--- config.mk ---
export PLATFORM = sky130hd
export DESIGN_NAME = right_barrel_shifter_8bits
export DESIGN_NICKNAME = d
export VERILOG_FILES = /design/src/rtl/right_barrel_shifter_8bits_pkg.sv /design/src/rtl/right_barrel_shifter_8bits_rotr_stage.sv /design/src/rtl/right_barrel_shifter_8bits.sv
export SDC_FILE = /design/constraint.sdc
export NUM_CORES = 1
export LEC_CHECK = 0
export BUFFER_PORTS_ARGS = -buffer_cell sky130_fd_sc_hd__buf_2
export CAP_MARGIN = 20
export CORE_AREA = 2 2 39 41
export CTS_CLUSTER_SIZE = 40
export DETAILED_ROUTE_END_ITERATION = 12
export DIE_AREA = 0 0 41 43
export PLACE_DENSITY_LB_ADDON = 0.25
export SYNTH_ARGS = -nofsm -noshare
export SYNTH_HDL_FRONTEND = slang
export SYNTH_SLANG_ARGS = --single-unit
--- constraint.sdc ---
create_clock -name clk -period 0.89 [get_ports clk]
set_clock_uncertainty 0.15 [all_clocks]
set_input_delay 0.178 -clock clk [delete_from_list [all_inputs] [get_ports clk]]
set_output_delay 0.178 -clock clk [all_outputs]
set_load 0.005 [all_outputs]
--- src/rtl/right_barrel_shifter_8bits_pkg.sv ---
// Shared widths and types for the 8-bit right-rotate barrel shifter.
package right_barrel_shifter_8bits_pkg;

  localparam int unsigned DATA_W  = 8;
  localparam int unsigned SHAMT_W = 3;

  typedef logic [DATA_W-1:0]  data_t;
  typedef logic [SHAMT_W-1:0] shamt_t;

endpackage : right_barrel_shifter_8bits_pkg

--- src/rtl/right_barrel_shifter_8bits_rotr_stage.sv ---
// One log-shifter stage: rotates right by a fixed AMT when en is set, else passes through.
module rotr_stage
  import right_barrel_shifter_8bits_pkg::*;
#(
  parameter int unsigned AMT = 1
) (
  input  data_t in,
  input  logic  en,
  output data_t out
);

  localparam int unsigned DBL_W = 2 * DATA_W;

  logic [DBL_W-1:0] dbl;
  data_t            rot;

  // Doubling the word lets a plain slice express the wrap-around.
  assign dbl = {in, in};
  assign rot = dbl[AMT +: DATA_W];
  assign out = en ? rot : in;

endmodule : rotr_stage

--- src/rtl/right_barrel_shifter_8bits.sv ---
// 8-bit rotate-right by 0..7 through a 1/2/4 mux cascade, with a single output register.
module right_barrel_shifter_8bits
  import right_barrel_shifter_8bits_pkg::*;
(
  input  logic   clk,
  input  logic   rst_n,
  input  data_t  D,
  input  shamt_t s,
  output data_t  Q
);

  data_t stage0;
  data_t stage1;
  data_t q_d;
  data_t q_q;

  rotr_stage #(.AMT(1)) u_rotr_1 (
    .in  (D),
    .en  (s[0]),
    .out (stage0)
  );

  rotr_stage #(.AMT(2)) u_rotr_2 (
    .in  (stage0),
    .en  (s[1]),
    .out (stage1)
  );

  rotr_stage #(.AMT(4)) u_rotr_4 (
    .in  (stage1),
    .en  (s[2]),
    .out (q_d)
  );

  always_ff @(posedge clk or negedge rst_n) begin
    if (!rst_n) begin
      q_q <= DATA_W'(0);
    end else begin
      q_q <= q_d;
    end
  end

  assign Q = q_q;

endmodule : right_barrel_shifter_8bits

== Yosys cells after proc, flatten, opt, wreduce, memory -nomap -nowiden ==
Index checks and enable logic that the tools add are counted.

* Register bits: 8

* Mux-type cells: 3

{| class="wikitable"
|+ Operator list
! kind !! number
|-
| two-way mux 8 bit || 3
|}

== Depth between registers and ports, before layout ==
* Depth in word-level cells: 3
* Mapped depth: 3

== Cells and area by module ==
A second synthesis with hierarchy kept.

* Cell total of the unflattened synthesis: 35
* Area total of the unflattened synthesis: 594.3 µm²

{| class="wikitable"
|+ By module, submodules not included
! module !! times used !! cells each !! area each (µm²) !! seq. area each (µm²)
|-
| rotr_stage || 3 || 9 || 131.4 || 0.0
|-
| right_barrel_shifter_8bits || 1 || 8 || 200.2 || 200.2
|}

== Worst setup path before layout ==
OpenSTA, ideal clock, no wires.

* Path type: input to register
* From: input port s[0]
* To: register q_q[0] (netlist: Q[0])
* Arrival: 1.101 ns
* Data required time: 0.615 ns
* Path slack: -0.485 ns
* Cell stages on the path: 3
* Path buffers: 1
* Cell sequence: buf_6 > mux4_1 > mux2_2

* Word-level cells in the longest chain between the ends: 3

{| class="wikitable"
|+ Ends and longest elaborated chain
! element !! RTL line !! RTL
|-
| start, declared || right_barrel_shifter_8bits.sv:8 || <nowiki>input shamt_t s,</nowiki>
|-
| two-way mux 8 bit (3 in series) || right_barrel_shifter_8bits_rotr_stage.sv:20 || <nowiki>assign out = en ? rot : in;</nowiki>
|-
| via q_d[0] || right_barrel_shifter_8bits.sv:14 || <nowiki>data_t q_d;</nowiki>
|-
| end signal, assigned || right_barrel_shifter_8bits.sv:39 || <nowiki>q_q <= q_d;</nowiki>
|-
| end, declared || right_barrel_shifter_8bits.sv:15 || <nowiki>data_t q_q;</nowiki>
|}

The timed path passes the listed nets, and every way through them passes these cells.

== Worst setup path after layout ==
* From: input port s[0]
* To: register q_q[1] (netlist: Q[1])

Same word-level chain as after synthesis.

==> results.cfg <==
[status]
status = finished, violations left
failed_checks = setup timing

[worst_setup_path]
crit_arrival_ps = 1080
crit_type = input port to flip-flop
crit_chain = buf_12, mux4_2, mux2_4
path_max_fanout = 8
crit_required_ps = 870
cpPeakStageDelay_ps = 510
slowest_stage = mux4_2
cp-end-kind = flip-flop
cp-start-kind = input port
crit_start = s[0]

[detailed_routing]
drt_iter0_drc = 0
ant_nets = 0
wire_per_inst_um = 15.7
routed_via_density = 5.41
drc = 0
drt-total-wl_um = 1040
num_vias = 357
drtPass1Iterations = 1

[placement]
pre_cts_ws_ps = -644
hpwl_um = 879
dpl.cell_count = 62
numPortBuffers = 20
gp_congestion = 0.729

[synthesis]
synth_area_um2 = 527
syn_nets = 40
synth_edf_count = 0
synth_cell_types = 5
syn_inst = 27
synth_top_area_share_pct = 39.9
synth_seq_cells = 8
ys.flop_type = dfrtp_1
synth_common_cells = 8 x dfrtp_1, 8 x mux2_2, 8 x mux4_1
yosys-top-cells-area = mux4_1 40%, dfrtp_1 38%, mux2_2 17%, buf_6 4.3%, buf_1 0.71%
syn_avg_cell_area_um2 = 19.5
seq_area_frac_synth_pct = 38.0
async_flop_share_pct = 100
ys_warn_count = 0
synth_top_area_cell = mux4_1

[finish]
fin_cells = 66
drive_gt1_share_pct = 82.0
num-fill-cells = 120
finalNetCount = 65
largest_register_ffs = 8
area_growth_pct = 32.1
regArea_um2 = 200
multi_input_area_um2 = 300
num_antenna_cells = 0

[sta]
setup_ws_ps = -206
tightest_slew_ps = 251
rsz0062_at_grt = true
hold_viol_final = 0
slew_viol_final = 0
tns_ps = -2850
clock.fmax_mhz = 912
timing.final.crit_share_pct = 123
setup_viol = 16
period_minus_slack_ps = 1100
max_slew_margin_pct = 83.3
whs_ps = 144

[pwr]
power.leakage_nw = 0.326
p_per_area_nw_per_um2 = 1420
peakVddDrop_mv = 0.460

[grt]
grt.total_usage_pct = 13.8
grt_max_degree = 9
first_global_vias = 366
antenna_found_initial = 0
grt-ovfl-total = 0
grt_first_pass_wirelength_um = 1560

[floorplan]
die_area_um2 = 1760
dieWidth_um = 41
ios = 21
rows = 14
die_height_um = 43
initial_core_util_pct = 38.1
core-area_um2 = 1380

[clocking]
root_buffer = clkbuf_4
cts_tree = built
cts_num_sinks = 8
cts.path.max_buffers = 2
numCtsBuffers = 3
path_clk_slew_ps = 50
cts_max_level = 1

[hold_path]
hold_class = input port to asynchronous set/reset pin

[run]
cap_viol_max_count = 0
## cell families (layout without fill, tap and decap cells)
family	after synthesis	count (layout)	synth area share (%)
buf+inv	3	26	4.99
flops	8	8	38.0
mux	16	16	57.0
## stage by stage
| step | utilization (%) | cell area (µm²) | power [mW] |
|---|---|---|---|
| after floorplan | - | 509 | 0.582 |
| after global placement | 43.8 | 606 | 0.667 |
| after detailed placement | 43.8 | 606 | 0.682 |
| after CTS | 50.0 | 692 | 1.00 |
| after global routing | 50.3 | 696 | 1.04 |
| final | 50.3 | 696 | 0.988 |
## where the power goes
part	leakage (nW)	internal, mW	switching (mW)
sequential	0.0932	0.410	0.00919
combinational	0.219	0.193	0.109
clock	0.0138	0.153	0.112
total	0.326	0.757	0.231
## final cells by class
type,instances,share of cell area [%]
clock buffer,3,3.24
timing repair buffer,23,21.9
sequential,8,28.8
tap,16,2.88
multi-input combinational,16,43.2
## layout by cell type (no fill, tap or decap), drive strengths merged
master        n
buf          22
dfrtp         8
mux4          8
mux2          8
clkbuf        3
dlygate4sd3   1
## worst max path at each step
stage	endpoint	cells past startpoint
after detailed placement	Q[6]	3
after CTS	Q[6]	3
after global routing	Q[6]	3
after floorplan	Q[0]	3
after global placement	Q[7]	3
final	Q[1]	3
## critical path: cells and delay by family
family / cells / cell delay (ps)
muxes: 2 / 790
buffers and inverters: 1 / 110
## layer usage
| metal | vias to the layer above | global-route usage [%] | share of wire, % |
|---|---|---|---|
| met5 | - | 0 | 0 |
| met2 | 23 | 25.3 | 57 |
| met4 | 0 | 12.0 | 2.8 |
| li1 | 157 | - | - |
| met1 | 174 | 10.8 | 30 |
| met3 | 3 | 2.09 | 9.9 |
## repair_timing
| action | 4_1_cts | 5_1_grt |
|---|---|---|
| buffers inserted | 0 | 0 |
| hold endpoints to repair | 8 | 0 |
| setup endpoints to repair | 16 | 16 |
| hold buffers | 1 | 0 |
| resized for setup | 14 | 1 |
| gates cloned | 0 | 0 |
Note: power is estimated with default switching activity, not from simulation.
